## config.mk

```make
export PLATFORM = sky130hd
export DESIGN_NAME = biquad_seq
export DESIGN_NICKNAME = d
export VERILOG_FILES = /design/src/rtl/biquad_seq.sv
export SDC_FILE = /design/constraint.sdc
export NUM_CORES = 2
export LEC_CHECK = 0
export ABC_AREA = 0
export CORE_MARGIN = 4
export CORE_UTILIZATION = 60
export CTS_BUF_LIST = sky130_fd_sc_hd__clkbuf_4 sky130_fd_sc_hd__clkbuf_8 sky130_fd_sc_hd__clkbuf_16
export DETAILED_ROUTE_END_ITERATION = 16
export PLACE_DENSITY = 0.87
export SLEW_MARGIN = 20
export SYNTH_ARGS = -nofsm -noshare
export SYNTH_HDL_FRONTEND = slang
export SYNTH_SLANG_ARGS = --single-unit
```

## constraint.sdc

```tcl
create_clock -name clk -period 36.4 [get_ports clk]
set_input_delay 7.28 -clock clk [delete_from_list [all_inputs] [get_ports clk]]
set_output_delay 7.28 -clock clk [all_outputs]
set_load 0.02 [all_outputs]
```

## src/rtl/biquad_seq.sv

```systemverilog
// Cascaded biquad filter: NSEC second-order sections evaluated on one
// time-shared multiplier, one product per clock, with a writable
// coefficient bank and per-section delay lines.
//
// state | meaning
// ------+---------------------------------------------------------------
// IDLE  | waiting for a sample; coefficient writes and clr_state allowed
// MAC   | one tap product per edge, section by section, until y_out is set
module biquad_seq #(
  parameter  int N     = 24,
  parameter  int F     = 14,
  parameter  int NSEC  = 2,
  localparam int NCOEF = 5 * NSEC,
  localparam int AW    = (NCOEF > 1) ? $clog2(NCOEF) : 1
) (
  input  logic                clk,
  input  logic                reset,
  input  logic signed [N-1:0] x_in,
  input  logic                in_valid,
  output logic                in_ready,
  output logic signed [N-1:0] y_out,
  output logic                out_valid,
  input  logic                coef_we,
  input  logic [AW-1:0]       coef_addr,
  input  logic signed [N-1:0] coef_data,
  output logic                coef_err,
  input  logic                clr_state
);

  localparam int SW   = (NSEC > 1) ? $clog2(NSEC) : 1;
  localparam int ACCW = N + 4;
  localparam logic signed [ACCW-1:0] SMAX = {{5{1'b0}}, {(N-1){1'b1}}};
  localparam logic signed [ACCW-1:0] SMIN = {{5{1'b1}}, {(N-1){1'b0}}};
  localparam int ONE_I = 1 << F;
  localparam logic signed [N-1:0] ONE = N'(ONE_I);

  typedef enum logic {IDLE, MAC} state_t;

  state_t                 state;
  logic [SW-1:0]          sec;
  logic [2:0]             tap;
  logic signed [ACCW-1:0] acc;
  logic signed [N-1:0]    xcur;
  logic signed [N-1:0]    coef [NCOEF];
  logic signed [N-1:0]    x1 [NSEC];
  logic signed [N-1:0]    x2 [NSEC];
  logic signed [N-1:0]    y1 [NSEC];
  logic signed [N-1:0]    y2 [NSEC];

  logic [AW-1:0]          cidx;
  logic signed [N-1:0]    csel;
  logic signed [N-1:0]    opnd;
  logic signed [2*N-1:0]  prod;
  logic signed [ACCW-1:0] sum;
  logic signed [N-1:0]    ysat;

  // Datapath: select coefficient/operand for the current tap, multiply,
  // scale back to Q.F, accumulate, and saturate the running section sum.
  always_comb begin
    cidx = AW'(int'(sec) * 5 + int'(tap));
    csel = coef[cidx];
    unique case (tap)
      3'd0:    opnd = xcur;
      3'd1:    opnd = x1[sec];
      3'd2:    opnd = x2[sec];
      3'd3:    opnd = y1[sec];
      default: opnd = y2[sec];
    endcase
    prod = csel * opnd;
    sum  = acc + ACCW'(prod >>> F);
    if (sum > SMAX)      ysat = SMAX[N-1:0];
    else if (sum < SMIN) ysat = SMIN[N-1:0];
    else                 ysat = sum[N-1:0];
  end

  // Sequencer, coefficient bank and delay lines; outputs are registered.
  always_ff @(posedge clk or posedge reset) begin
    if (reset) begin
      state     <= IDLE;
      in_ready  <= 1'b1;
      sec       <= '0;
      tap       <= '0;
      acc       <= '0;
      xcur      <= '0;
      y_out     <= '0;
      out_valid <= 1'b0;
      coef_err  <= 1'b0;
      for (int i = 0; i < NCOEF; i++) coef[i] <= (i % 5 == 0) ? ONE : '0;
      for (int s = 0; s < NSEC; s++) begin
        x1[s] <= '0;
        x2[s] <= '0;
        y1[s] <= '0;
        y2[s] <= '0;
      end
    end else begin
      out_valid <= 1'b0;
      coef_err  <= 1'b0;
      // Writes land only while idle so a sample never sees a mixed bank.
      if (coef_we) begin
        if (state == IDLE && int'(coef_addr) < NCOEF) coef[coef_addr] <= coef_data;
        else coef_err <= 1'b1;
      end
      unique case (state)
        IDLE: begin
          if (clr_state) begin
            for (int s = 0; s < NSEC; s++) begin
              x1[s] <= '0;
              x2[s] <= '0;
              y1[s] <= '0;
              y2[s] <= '0;
            end
          end
          if (in_valid && in_ready) begin
            state    <= MAC;
            in_ready <= 1'b0;
            xcur     <= x_in;
            sec      <= '0;
            tap      <= '0;
            acc      <= '0;
          end
        end
        MAC: begin
          if (tap == 3'd4) begin
            x2[sec] <= x1[sec];
            x1[sec] <= xcur;
            y2[sec] <= y1[sec];
            y1[sec] <= ysat;
            xcur    <= ysat;
            acc     <= '0;
            tap     <= '0;
            if (sec == SW'(NSEC - 1)) begin
              y_out     <= ysat;
              out_valid <= 1'b1;
              state     <= IDLE;
              in_ready  <= 1'b1;
              sec       <= '0;
            end else begin
              sec <= sec + 1'b1;
            end
          end else begin
            acc <= sum;
            tap <= tap + 3'd1;
          end
        end
        default: state <= IDLE;
      endcase
    end
  end

endmodule

```

* After elaboration in Yosys (flattened, before gate mapping)
Cells that the tools add are included.
Cells by class: add/subtract/negate cells 4, multiply operators 2, div/mod/pow operators 0, magnitude comparators 8, equal/unequal tests 8, shift operators 0, mux-type cells 61, bitwise gates (word level) 4, reduce and logical (&&, ||, !) cells 10
Operator list (number):
- $mux W24 | 20
- $pmux W48 S2 | 4
- $bwmux W240 | 1
- $mux W48 | 5
- $bwmux W48 | 4
- $bmux W24 S4 | 1
- $demux W24 S4 | 1
- $pmux W24 S4 | 1
- $mux W28 | 2
- $pmux W28 S2 | 1
- $pmux W24 S2 | 1
- $mul A24 B24 Y42 | 1
- $add A28 B28 Y28 | 1
- $gt A28 B24 Y1 const B | 1
- $lt A28 B24 Y1 const B | 1
- $demux W24 S1 | 1
- $mux W1 | 13
- $ge A5 B5 Y1 const B | 2
- $not A4 Y5 | 2
- $eq A3 B2 Y1 const B | 2
- $mux W3 | 2
- $ne A2 B1 Y1 const B | 3
- $pmux W1 S2 | 3
- $pmux W3 S2 | 1
- other kinds (17) | 23
Storage, ports and cells: bits in registers 516, bits in latches 0, bits in writable memories 0, ROM bits 0, bits of input ports 57, output and inout port bits 27, word-level logic and storage cells 124, memories 0

* Longest topological paths before layout
depth in word-level cells 14, depth in mapped cells 55

* Least setup slack after synthesis
Ideal clock, no wire load.
path kind register to register, start point reg tap[0], end point reg y1[12] in the netlist's numbering, data arrival time 12.079 ns, path slack 24.195 ns, cell stages (with the launch flop) 47, path buffers 9, path through dfrtp_1 -> ha_1 -> buf_4 -> buf_6 -> buf_4 -> buf_1 -> clkbuf_1 -> buf_2 -> mux2i_1 -> o22a_1 -> clkbuf_1 -> nor2_1 -> fa_1 -> inv_1 -> fa_1 -> fa_1 -> fa_1 -> inv_1 -> (+11 left out) -> o31a_1 -> o21ai_0 -> a21boi_0 -> o211ai_1 -> nand2_1 -> o311ai_0 -> ha_1 -> and3_1 -> nand2_1 -> o311ai_1 -> a311o_1 -> o311ai_0 -> or4_1 -> a21bo_1 -> buf_6 -> nor2_2 -> buf_4 -> a221o_1
Between the ends: longest elaborated chain between the ends 13, elaborated cells between the ends (all ways) 22, those cells by class 2 x add/sub; 1 x mul; 2 x order compare; 5 x eq/ne; 9 x mux; 1 x bitwise; 2 x reduce/logical
Ends and longest elaborated chain:
- from (decl) | line 41 | logic [2:0] tap;
- from (signal assigned) | line 142 | tap <= tap + 3'd1;
- $add A4 B3 Y4 | line 60 | cidx = AW'(int'(sec) * 5 + int'(tap));
- $not A4 Y5 (not written as such) | line 61 | csel = coef[cidx];
- $bmux W24 S4 | line 61
- $mux W24 (not written as such) (2 in a row) | line 61
- $mul A24 B24 Y42 | line 69 | prod = csel * opnd;
- $add A28 B28 Y28 | line 70 | sum = acc + ACCW'(prod >>> F);
- $lt A28 B24 Y1 | line 72 | else if (sum < SMIN) ysat = SMIN[N-1:0];
- $mux W24 | line 72
- $mux W24 | line 71 | if (sum > SMAX) ysat = SMAX[N-1:0];
- $bwmux W48 | line 127 | y1[sec] <= ysat;
- $mux W48 | line 123 | if (tap == 3'd4) begin
- $pmux W48 S2 | line 103 | unique case (state)
- to (signal, indexed assignment) | line 127
- to (decl) | line 47 | logic signed [N-1:0] y1 [NSEC];
Parallel ways exist; a longest one is shown, timed or not. The select of a mux whose other input is x is not followed. A chain may end at the register's enable or synchronous reset.

* Worst setup path in the final report
start point reg tap[2], end point reg y1[46] in the netlist's numbering
The elaborated chain is that of the path after synthesis.

==> results by group <==
Run status
  – Outcome: finished, final reports clean

Global route
  – Vias in the first global route: between 30,000 and 40,000
  – First-pass GRT wire length: about 190,000 um
  – Initial antenna violation count: 1
  – GRT Resource Usage Total: 0.319
  – Largest net degree at the start of global routing: around 140
  – Grt ovf: 0

Yosys
  – Register area share after synthesis: 0.300
  – Ys async rst share: 1.00
  – Distinct cells, synth: between 80 and 90
  – Area contributors post-synth: dfrtp_1 (30%), fa_1 (25%), mux2_2 (6.3%)
  – Yosys top cell area share: 0.298
  – Ys Warns: 0
  – Number of synthesized flops with an enable pin: 0
  – Cells after synthesis: roughly 4,100
  – Number of synthesized register bits: slightly above 500
  – Largest area contributor in the netlist: dfrtp_1
  – Ys flop type: dfrtp_1
  – Syn_nets: 4,818
  – Syn avg cell area: around 11 um2
  – Synth Cell Area: between 40,000 and 50,000 um2

Finish
  – Layout Nets: between 4,000 and 5,000
  – Layout cell share with drive strength beyond 1: 0.135
  – ANT cells: 0
  – Fillers: 4,896
  – Syn-to-layout area delta: 8.80%

Min path
  – Worst Hold Class: reg2reg

Worst setup path
  – Arr. time, crit path: approximately 15 ns
  – Critical path class: reg2reg
  – CP required: between 30 and 40 ns
  – Crit-path leading delay family: compound AO/OA/AOI/OAI gates
  – Crit. End Element: flop
  – CP most frequent cell: inv_1
  – CP Max Fanout: 54
  – Startpoint Class: flop
  – Crit-path max cell delay: ~0.96 ns
  – Buf/Inv on CP: 13
  – Slowest cell on crit path: a2111oi_0

Clock network
  – Clk pin slew, worst setup/hold paths: around 0.07 ns
  – Postcts setup bufs: 0
  – TritonCTS clock tree: yes
  – Clock sink count: a little over 500
  – Clk_lat worst skew: between 0.6 and 0.7 ns
  – CTS Hold Buffers Added: 0
  – CTS resizes: 0
  – Worst-case clock buffer depth: 3
  – Clock root buffer: clkbuf_16
  – Num CTS Buffers: 53
  – CTS H-tree depth: 2

Die
  – Io pins: 84
  – Num rows: 97
  – Core box area: slightly above 70,000 um2
  – Chip width: 276 um
  – Initial core utilization: 0.610
  – Die height: 276 um
  – Die area: roughly 76,000 um2

Routing
  – Routed Antenna Nets: 0
  – # DRC: 0
  – Vias post-DR: ~32,000
  – Routed vias/inst: 6.43
  – Number of DRC markers in iteration 0: roughly 3,300
  – WL final: 119,000 um
  – Drt pass-1 iters: 9
  – Drt wl/cell: roughly 24 um

STA
  – Fin. Hold Viols: 0
  – Final Slew Violations: 0
  – Worst-Margin Slew: around 1.1 ns
  – Final setup fails: 0
  – Final Critical Period: approximately 15 ns
  – Slew HR: 0.249
  – RSZ-0062 raised after global routing: no
  – Setup TNS: 0 ns
  – Final Skew: 0.0812 ns
  – Fmax: just under 70 MHz
  – Final period utilization: 0.404

Run
  – Maxcap violations: 0

Placed design
  – Post-DP HPWL: between 80,000 and 90,000 um
  – Placer Congestion: around 0.96
  – IO buf count: 83
-- Yosys cell counts (81+ instances only) --
master,instances
inv_1,629
fa_1,542
dfrtp_1,513
nand2_1,435
mux2_2,240
nor2_1,201
clkbuf_1,175
ha_1,159
a22o_1,150
and2_1,109
mux2i_1,94
o21ai_0,81
-- worst paths after layout --
kind / from / end / slack, ns / cells after the start
max in group asynchronous: reset / coef[39] / 26.09 / 5
max: tap[2] / y1[46] / 21.70 / 46
max reg2reg: tap[2] / y1[46] / 21.70 / 46
min in group asynchronous: reset / coef_err / 7.21 / 2
min reg2reg: acc[11] / acc[11] / 0.50 / 2
min: acc[11] / acc[11] / 0.50 / 2
-- routing by layer --
layer,global-route usage,share of wire
met5,0,0
met4,0.194,0.071
met2,0.524,0.49
met1,0.394,0.35
met3,0.0650,0.091
-- registers in the layout, summed over array words and instances (netlist names), 3 cells and up --
signal,flops
acc,28
coef,240
tap,3
x1,48
x2,48
xcur,24
y1,48
y2,48
y_out,24
-- placed cells by master (no fill, tap or decap), drive strengths merged, types with 81 or more instances in the layout --
master | netlist | routed
a21oi | 93 | 93
a22o | 150 | 150
and2 | 109 | 109
buf | 84 | 81
clkdlybuf4s50 | 0 | 83
dfrtp | 513 | 513
fa | 542 | 542
ha | 159 | 159
inv | 630 | 634
mux2 | 240 | 240
mux2i | 94 | 94
nand2 | 435 | 435
nor2 | 202 | 202
o21ai | 82 | 82
-- kinds of logic (layout without fill, tap and decap cells) --
kind of cell | Yosys count | count (layout) | synth area share
mux | 382 | 382 | 0.110
compound gates | 602 | 602 | 0.105
fa+ha+maj | 701 | 701 | 0.298
buf+inv | 892 | 892 | 0.0796
simple gates | 902 | 902 | 0.0942
flops | 516 | 516 | 0.300
xor+xnor | 65 | 65 | 0.0140
-- cell type report --
class                      instances  area (um2)  area share
multi-input combinational       2652       27000       0.577
timing repair buffer             164        1460      0.0312
inverter                         632        2380      0.0508
clock inverter                    27         422     0.00899
tap                              940        1180      0.0251
sequential                       516       12900       0.276
clock buffer                      69        1490      0.0318
-- worst reg2reg max path: cells and delay by family, from the launching register on --
kind / cells / cell delay, ns
compound gates: 16 / 5.37
simple gates: 7 / 1.82
fa+ha+maj: 10 / 4.22
buf+inv: 13 / 2.46
flops: 1 / 0.70
-- through the flow --
stage / cell area [um2] / hold slack (ns) / utilization / setup slack (ns) / cells
after floorplan: 43100 / 0.456 / - / 14.71 / 4060
after global placement: 44900 / 0.476 / 0.636 / 22.38 / 4903
after detailed placement: 44900 / 0.475 / 0.636 / 22.31 / 4903
after CTS: 46800 / 0.502 / 0.663 / 22.17 / 4999
after global routing: 46900 / 0.511 / 0.664 / 20.74 / 5000
final: 46900 / 0.501 / 0.664 / 21.70 / 5000
Power is left out: the tool's default activity adds up to more than one toggle a clock period on the data nets, which glitch-free logic cannot reach.
